==> src/rtl/mips_alu_hilo_iter.sv <==
// ============================================================================
//  Module      : mips_alu_hilo_iter
//  Description : Iterative MIPS multiply/divide unit owning the HI/LO registers.
//  Revision    : 1.0 - initial release
// ============================================================================
`default_nettype none

module mips_alu_hilo_iter #(
    parameter int DATA_W = 32,
    parameter int STEP   = 1
) (
    input  logic              clk,
    input  logic              rst,
    input  logic              start,
    input  logic [3:0]        func,
    input  logic [DATA_W-1:0] data1,
    input  logic [DATA_W-1:0] data2,
    input  logic              cancel,
    output logic [DATA_W-1:0] result,
    output logic              zero,
    output logic              busy,
    output logic              stall,
    output logic              done
);
    localparam int ITERS = DATA_W / STEP;
    localparam int CNT_W = $clog2(ITERS) + 1;

    localparam logic [3:0] FUNC_MULU = 4'h8;
    localparam logic [3:0] FUNC_MULS = 4'h9;
    localparam logic [3:0] FUNC_DIVU = 4'hA;
    localparam logic [3:0] FUNC_DIVS = 4'hB;
    localparam logic [3:0] FUNC_MTHI = 4'hC;
    localparam logic [3:0] FUNC_MTLO = 4'hD;
    localparam logic [3:0] FUNC_MFHI = 4'hE;
    localparam logic [3:0] FUNC_MFLO = 4'hF;

    typedef enum logic [1:0] {
        ST_IDLE = 2'd0,
        ST_RUN  = 2'd1,
        ST_FIX  = 2'd2
    } state_t;

    state_t              state_q, state_d;
    logic [CNT_W-1:0]    cnt_q, cnt_d;
    logic [2*DATA_W-1:0] acc_q, acc_d;     // mul: {hi,lo} partial; div: {rem,quo}
    logic [DATA_W-1:0]   opb_q, opb_d;     // multiplicand or divisor magnitude
    logic                is_div_q, is_div_d;
    logic                neg_lo_q, neg_lo_d;
    logic                neg_hi_q, neg_hi_d;
    logic                div0_q, div0_d;
    logic [DATA_W-1:0]   hi_q, hi_d;
    logic [DATA_W-1:0]   lo_q, lo_d;
    logic                done_q, done_d;

    logic                w_is_mul, w_is_div, w_is_signed, w_is_hilo;
    logic                w_a_neg, w_b_neg;
    logic [DATA_W-1:0]   w_a_mag, w_b_mag;
    logic [2*DATA_W-1:0] w_step_acc;
    logic [DATA_W:0]     w_sum, w_trial;
    logic [2*DATA_W-1:0] w_prod;
    logic [DATA_W-1:0]   w_quo, w_rem;

    always_comb begin
        w_is_mul    = (func == FUNC_MULU) || (func == FUNC_MULS);
        w_is_div    = (func == FUNC_DIVU) || (func == FUNC_DIVS);
        w_is_signed = (func == FUNC_MULS) || (func == FUNC_DIVS);
        w_is_hilo   = w_is_mul || w_is_div || (func == FUNC_MTHI) || (func == FUNC_MTLO)
                      || (func == FUNC_MFHI) || (func == FUNC_MFLO);
        w_a_neg     = w_is_signed & data1[DATA_W-1];
        w_b_neg     = w_is_signed & data2[DATA_W-1];
        w_a_mag     = w_a_neg ? -data1 : data1;
        w_b_mag     = w_b_neg ? -data2 : data2;
    end

    // One iteration retires STEP bits: shift-add multiply or restoring divide
    always_comb begin
        w_step_acc = acc_q;
        w_sum      = '0;
        w_trial    = '0;
        for (int i = 0; i < STEP; i++) begin
            if (is_div_q) begin
                w_trial = w_step_acc[2*DATA_W-1:DATA_W-1] - {1'b0, opb_q};
                if (!w_trial[DATA_W]) begin
                    w_step_acc = {w_trial[DATA_W-1:0], w_step_acc[DATA_W-2:0], 1'b1};
                end else begin
                    w_step_acc = {w_step_acc[2*DATA_W-2:0], 1'b0};
                end
            end else begin
                w_sum = {1'b0, w_step_acc[2*DATA_W-1:DATA_W]}
                        + (w_step_acc[0] ? {1'b0, opb_q} : {(DATA_W+1){1'b0}});
                w_step_acc = {w_sum, w_step_acc[DATA_W-1:1]};
            end
        end
    end

    always_comb begin
        w_prod = neg_lo_q ? -acc_q : acc_q;
        w_quo  = div0_q ? {DATA_W{1'b1}}
                        : (neg_lo_q ? -acc_q[DATA_W-1:0] : acc_q[DATA_W-1:0]);
        // A zero divisor leaves the dividend magnitude here, so the sign fix restores data1
        w_rem  = neg_hi_q ? -acc_q[2*DATA_W-1:DATA_W] : acc_q[2*DATA_W-1:DATA_W];
    end

    always_comb begin
        state_d  = state_q;
        cnt_d    = cnt_q;
        acc_d    = acc_q;
        opb_d    = opb_q;
        is_div_d = is_div_q;
        neg_lo_d = neg_lo_q;
        neg_hi_d = neg_hi_q;
        div0_d   = div0_q;
        hi_d     = hi_q;
        lo_d     = lo_q;
        done_d   = 1'b0;
        case (state_q)
            ST_IDLE: begin
                if (start && !cancel) begin
                    if (w_is_mul || w_is_div) begin
                        state_d  = ST_RUN;
                        cnt_d    = CNT_W'(ITERS);
                        acc_d    = {{DATA_W{1'b0}}, (w_is_div ? w_a_mag : w_b_mag)};
                        opb_d    = w_is_div ? w_b_mag : w_a_mag;
                        is_div_d = w_is_div;
                        neg_lo_d = w_a_neg ^ w_b_neg;
                        neg_hi_d = w_a_neg;
                        div0_d   = (data2 == '0);
                    end else if (func == FUNC_MTHI) begin
                        hi_d = data1;
                    end else if (func == FUNC_MTLO) begin
                        lo_d = data1;
                    end
                end
            end
            ST_RUN: begin
                if (cancel) begin
                    state_d = ST_IDLE;
                end else begin
                    acc_d = w_step_acc;
                    cnt_d = cnt_q - CNT_W'(1);
                    if (cnt_q == CNT_W'(1)) begin
                        state_d = ST_FIX;
                    end
                end
            end
            ST_FIX: begin
                state_d = ST_IDLE;
                if (!cancel) begin
                    done_d = 1'b1;
                    if (is_div_q) begin
                        hi_d = w_rem;
                        lo_d = w_quo;
                    end else begin
                        {hi_d, lo_d} = w_prod;
                    end
                end
            end
            default: state_d = ST_IDLE;
        endcase
    end

    always_ff @(posedge clk) begin
        if (rst) begin
            state_q  <= ST_IDLE;
            cnt_q    <= '0;
            acc_q    <= '0;
            opb_q    <= '0;
            is_div_q <= 1'b0;
            neg_lo_q <= 1'b0;
            neg_hi_q <= 1'b0;
            div0_q   <= 1'b0;
            hi_q     <= '0;
            lo_q     <= '0;
            done_q   <= 1'b0;
        end else begin
            state_q  <= state_d;
            cnt_q    <= cnt_d;
            acc_q    <= acc_d;
            opb_q    <= opb_d;
            is_div_q <= is_div_d;
            neg_lo_q <= neg_lo_d;
            neg_hi_q <= neg_hi_d;
            div0_q   <= div0_d;
            hi_q     <= hi_d;
            lo_q     <= lo_d;
            done_q   <= done_d;
        end
    end

    always_comb begin
        result = '0;
        if (func == FUNC_MFHI) begin
            result = hi_q;
        end else if (func == FUNC_MFLO) begin
            result = lo_q;
        end
        zero  = (result == '0);
        busy  = (state_q != ST_IDLE);
        stall = busy & start & w_is_hilo;
        done  = done_q;
    end

endmodule

`default_nettype wire
==> config.mk <==
export PLATFORM = sky130hd
export DESIGN_NAME = mips_alu_hilo_iter
export DESIGN_NICKNAME = d
export VERILOG_FILES = /design/src/rtl/mips_alu_hilo_iter.sv
export SDC_FILE = /design/constraint.sdc
export NUM_CORES = 1
export LEC_CHECK = 0
export BUFFER_PORTS_ARGS = -buffer_cell sky130_fd_sc_hd__buf_4
export CORE_MARGIN = 1.5
export CORE_UTILIZATION = 45
export CTS_CLUSTER_SIZE = 8
export DETAILED_ROUTE_END_ITERATION = 6
export PLACE_DENSITY = 0.6
export SLEW_MARGIN = 10
export SYNTH_ARGS = -nofsm -noshare
export SYNTH_HDL_FRONTEND = slang
export SYNTH_SLANG_ARGS = --single-unit
==> constraint.sdc <==
create_clock -name clk -period 4.9 [get_ports clk]
set_input_delay 0 -clock clk [delete_from_list [all_inputs] [get_ports clk]]
set_output_delay 0 -clock clk [all_outputs]
set_load 0.005 [all_outputs]
======== Word-level counts from Yosys, hierarchy flattened ========
Index checks and enable logic that the tools add are counted.
storage, ports and cells
  bits of input ports ..................... 72
  bits in registers ....................... 173
  logic and storage cells ................. 107
cells by class
  equality and inequality tests ........... 20
  reductions and logical operators ........ 22
  add/subtract/negate cells ............... 8
  bitwise logic cells ..................... 6
  mux-type cells .......................... 40
operator list
  cell                                                                count
  32-bit two-way mux                                                  21
  64-bit two-way mux                                                  6
  32-bit negator                                                      4
  32-bit case mux with 2 select lines                                 2
  64-bit case mux with 2 select lines                                 1
  32-bit zero test                                                    2
  64-bit negator                                                      1
  32-bit by 32-bit adder with 33-bit output                           1
  33-bit by 32-bit subtractor with 33-bit output                      1
  4-bit == test, second input constant                                8
  6-bit two-way mux                                                   3
  2-bit inequality test, second input constant                        8
  6-bit case mux with 2 select lines                                  1
  1-bit logical OR                                                    8
  2-bit two-way mux                                                   4
  6-bit by 1-bit == test with 1-bit output, second input constant     1
  3-bit AND reduction                                                 2
  6-bit AND reduction                                                 1
  2-bit nonzero test                                                  3
  6-bit by 1-bit subtractor with 6-bit output, second input constant  1
  5-bit AND reduction                                                 1
  1-bit AND                                                           4
  2-bit case mux with 2 select lines                                  1
  4-bit AND reduction                                                 1
  10 further kinds                                                    10

======== Depth between registers and ports, before layout ========
  word-level depth ........................ 8
  mapped depth ............................ 14
  depth with buffers taken out ............ 13

======== Least setup slack after synthesis ========
OpenSTA, ideal clock, no wires.
  path type ............................... register -> register
  start ................................... register acc_q[0]
  end ..................................... register acc_q[63]
  clock period less this slack ............ 3.162 ns
  arrival ................................. 3.045 ns
  path slack .............................. 1.738 ns
  buffers on the path ..................... 1
  library setup time ...................... 0.117 ns
  stages on the path, launching flop included .. 14
  cells stage by stage .................... dfxtp_1 inv_1 clkbuf_1 nor2_1 ha_1 a211oi_1 o21bai_1 a311o_1 a31oi_2 o21ai_1 a221o_1 a21o_1 a41o_1 a32o_1
between the ends
  longest elaborated chain between the ends .. 5
ends and longest elaborated chain
  element                                    line  text
  from (decl)                                45    logic [2*DATA_W-1:0] acc_q, acc_d;
  from (signal assigned)                     166   acc_q <= '0;
  from (signal assigned)                     178   acc_q <= acc_d;
  32-bit two-way mux                         90    + (w_step_acc[0] ? {1'b0, opb_q} : {(DATA_W+1){1'b0}});
  32-bit by 32-bit adder with 33-bit output  90
  64-bit two-way mux                         81    if (is_div_q) begin
  64-bit two-way mux                         136   if (cancel) begin
  64-bit case mux with 2 select lines        116   case (state_q)
No other way between the ends. The select of a mux whose other input is x is not followed.
A chain may end at the register's enable or synchronous reset.

======== Final worst setup path ========
  start ................................... register acc_q[47]
  end ..................................... register acc_q[45]
between the ends
  longest elaborated chain between the ends .. 5
ends and longest elaborated chain
  element                                         line  text
  33-bit by 32-bit subtractor with 33-bit output  82    w_trial = w_step_acc[2*DATA_W-1:DATA_W-1] - {1'b0, opb_q};
  64-bit two-way mux                              83    if (!w_trial[DATA_W]) begin
  64-bit two-way mux                              81
  64-bit two-way mux                              136
  64-bit case mux with 2 select lines             116
No other way between the ends. The select of a mux whose other input is x is not followed.

==> impl_results.md <==
* Status: complete, no violations
* Clock buffer depth at 2
* Final period utilization at 78.4%
* CTS tree: yes
* Final Wtd Congestion at 0.974
* Sequential-to-total area share from yosys stat at 23.3%
* Initial antenna violation count at 4
* Synth warnings at 0
* Unrepaired setup endpoints after global routing: false
* Die span in y at 185 µm
* Filler cell count in the final layout at 3,345
* Number of port buffers at 107
* DR WL/cell at 23.1 µm
* Crit path max fanout at 31
* Std cell rows at 66
* Slowest CP cell: o211ai_4
* CP max stage delay at 0.74 ns
* Sink Count at 173
* Crit path DAT at 4.18 ns
* Max_cap viols at 0
* Slew Limit Headroom at 28.6%
* Count of different cell masters after synthesis at 84
* Top FF cell, synth: dfxtp_1
* Routed WL at 59,700 µm
* Syn Area/Cell at 7.17 µm²
* Post-route DRC at 0
* TritonCTS Buffers at 17
* Vias per cell at 6.26
* Post-route ant nets at 0
* Core ar. at 0.0325 mm²
* Final Cell Area at 0.0168 mm²
* Synth Instances at 2,076
* Number of synthesized flops with an enable pin at 0
* CP cell instances: ha_1 > and4_1 > and3_1 > a22o_1 > or2_1 > o2111a_1 > o211ai_4 > buf_4 > mux2i_1 > nor2_1 > a221o_1
* Vias in the first global route at 14,900
* Final min period at 3.84 ns
* Num ports at 108
* Synthesized Nets at 2,220
* Tot GR Track Use at 34.6%
* Final HPWL DP at 45,700 µm
* Setup CP Type: reg2reg
* H-tree levels at 4
* Grt ovf at 0
* # resized after CTS at 0
* Hold Path Class: in2reg
* Setup TNS at 0 ns
* Max Clock Freq at 260 MHz
* Synth Register Bits at 173
* CP Capture Type: register
* Vias at 16,200
* Iteration-0 DRC Markers at 1,812
* Clock transition at path regs at 0.08 ns
* Starting Density at 45.7%
* CP Launch Type: register
* Pleak at 6.45 nW
* CTS root buf: clkbuf_16
* Global-route wire length before repair at 89,800 µm
* Largest net degree at the start of global routing at 70
* Peak supply drop at 0.231 mV
* # setup viols final at 0
* DR pass1 iterations at 7
* Mapped cell area at 0.0149 mm²
* Die ar. at 0.0342 mm²
* Slew Viols, Final at 0
* Nets at 2,267
* Placed cell areas at 0.0160 mm²
* Final Hold Viols at 0
* Worst slew pin tran at 1.07 ns
* Post-synthesis async set-or-reset flop share at 0%
* Cell Pwr Density at 219 mW/mm²
* Clock latency on the worst-skew pair at 0.45 ns
* P&R area growth vs syn at 13.1%
* WP data required at 5.24 ns
* Share of layout cells above drive strength 1 at 10.1%
* Die Span X at 185 µm
* Setup Skew at 0.0168 ns
cell type report:
type                            instances  area [µm²]  share of cell area [%]
Multi-Input combinational cell       1700       10700                    63.3
Sequential cell                       173        3460                    20.6
Timing Repair Buffer                  167        1310                    7.79
Tap cell                              442         553                    3.29
Clock buffer                           19         443                    2.63
Inverter                               64         240                    1.43
Clock inverter                         13         150                   0.892
Antenna cell                            3        7.51                  0.0446
state kept, by name, summed over array words and instances (netlist names), 2 cells and up:
name     count
acc_q       64
hi_q        32
lo_q        32
opb_q       32
cnt_q        6
state_q      2
report_power, final:
group	leakage, nW	total, mW	internal [mW]	switching, mW
clock	0.291	1.44	0.778	0.664
sequential	1.40	1.47	1.43	0.0370
combinational	4.76	0.779	0.285	0.495
total	6.45	3.69	2.50	1.20
metrics by stage:
step | utilization, % | power (mW) | instances | setup slack, ns | hold slack [ns]
after floorplan | - | 1.97 | 2076 | 1.74 | 0.132
after global placement | 49.2 | 2.24 | 2523 | 1.14 | 0.333
after detailed placement | 49.2 | 2.24 | 2523 | 1.11 | 0.337
after CTS | 51.7 | 3.68 | 2578 | 1.10 | 0.00754
after global routing | 51.7 | 3.81 | 2579 | 0.822 | 0.0356
final | 51.7 | 3.69 | 2581 | 1.06 | 0.0235
cell usage after synthesis (all sizes together), types with 12 or more instances:
cell	n	area (µm²)
o211ai	24	190
dfxtp	173	3460
ha	70	876
a211oi	29	218
mux2i	42	420
a22oi	12	90.1
o41ai	14	123
a21oi	220	1110
o21ai	171	860
buf	19	97.6
nor3	75	385
or4	14	128
inv	64	240
o31ai	20	150
clkbuf	120	452
nand3	33	165
o221ai	36	315
nor4	22	159
a31oi	16	106
xnor2	103	902
xor2	72	631
nand2b	17	106
or3	19	120
a21o	23	173
a22o	37	324
nand2	224	841
nor2	242	908
and3	21	131
critical path, delay by kind of cell, from the launching register on:
kind | cells | cell delay (ns)
AO/OA/AOI/OAI | 4 | 1.46
adder cells (fa/ha/maj) | 1 | 0.37
flip-flops | 1 | 0.54
AND/OR/NAND/NOR | 4 | 0.77
multiplexers | 1 | 0.21
buffers and inverters | 1 | 0.36
kinds of logic after synthesis:
kind of cell / count (synthesis) / synth area share (%)
AO/OA/AOI/OAI: 683 / 29.3
buffers and inverters: 203 / 5.31
flip-flops: 173 / 23.3
multiplexers: 42 / 2.83
adder cells (fa/ha/maj): 72 / 6.16
AND/OR/NAND/NOR: 728 / 22.9
XOR/XNOR: 175 / 10.3
per-layer routing:
layer | vias to the layer above | share of wire (%) | track usage [%]
li1 | 7642 | - | -
met1 | 7650 | 43 | 46.6
met2 | 743 | 44 | 54.4
met3 | 119 | 8.1 | 5.03
met4 | 2 | 4.6 | 16.0
met5 | - | 0.022 | 0
final timing paths:
check	from	to	slack, ns	cells past startpoint
setup / recovery	acc_q[47]$_SDFFE_PP0P_	acc_q[45]$_SDFFE_PP0P_	1.06	11
hold / removal	data1[20]	hi_q[20]$_SDFFE_PP0P_	0.02	5
setup reg to reg	acc_q[47]$_SDFFE_PP0P_	acc_q[45]$_SDFFE_PP0P_	1.06	11
hold reg to reg	hi_q[29]$_SDFFE_PP0P_	hi_q[29]$_SDFFE_PP0P_	0.46	2
cells in the final DEF, fill, tap and decap left out, types with 8 or more instances in the layout:
cell           instances
nor2_1               239
nand2_1              223
a21oi_1              218
dfxtp_1              172
o21ai_0              159
buf_4                144
xnor2_1              103
nor3_1                73
xor2_1                72
ha_1                  70
inv_1                 64
mux2i_1               42
a22o_1                37
o221ai_1              36
nand3_1               33
a211oi_1              29
a21o_1                23
dlygate4sd3_1         23
o211ai_1              22
and3_1                21
nor4_1                20
o31ai_1               20
or3_1                 18
nand2b_1              17
clkbuf_16             17
a31oi_1               15
o41ai_1               14
a22oi_1               12
nand4_1               10
nor2b_1               10
o21ai_1               10
a311oi_1              10
and2_1                 8
or2_2                  8
or4_1                  8
what timing repair did:
item	in CTS	in global routing
endpoints found under the hold margin	48	0
hold buffers	23	0
buffers inserted	0	0
Note: power is estimated with default switching activity, not from simulation.
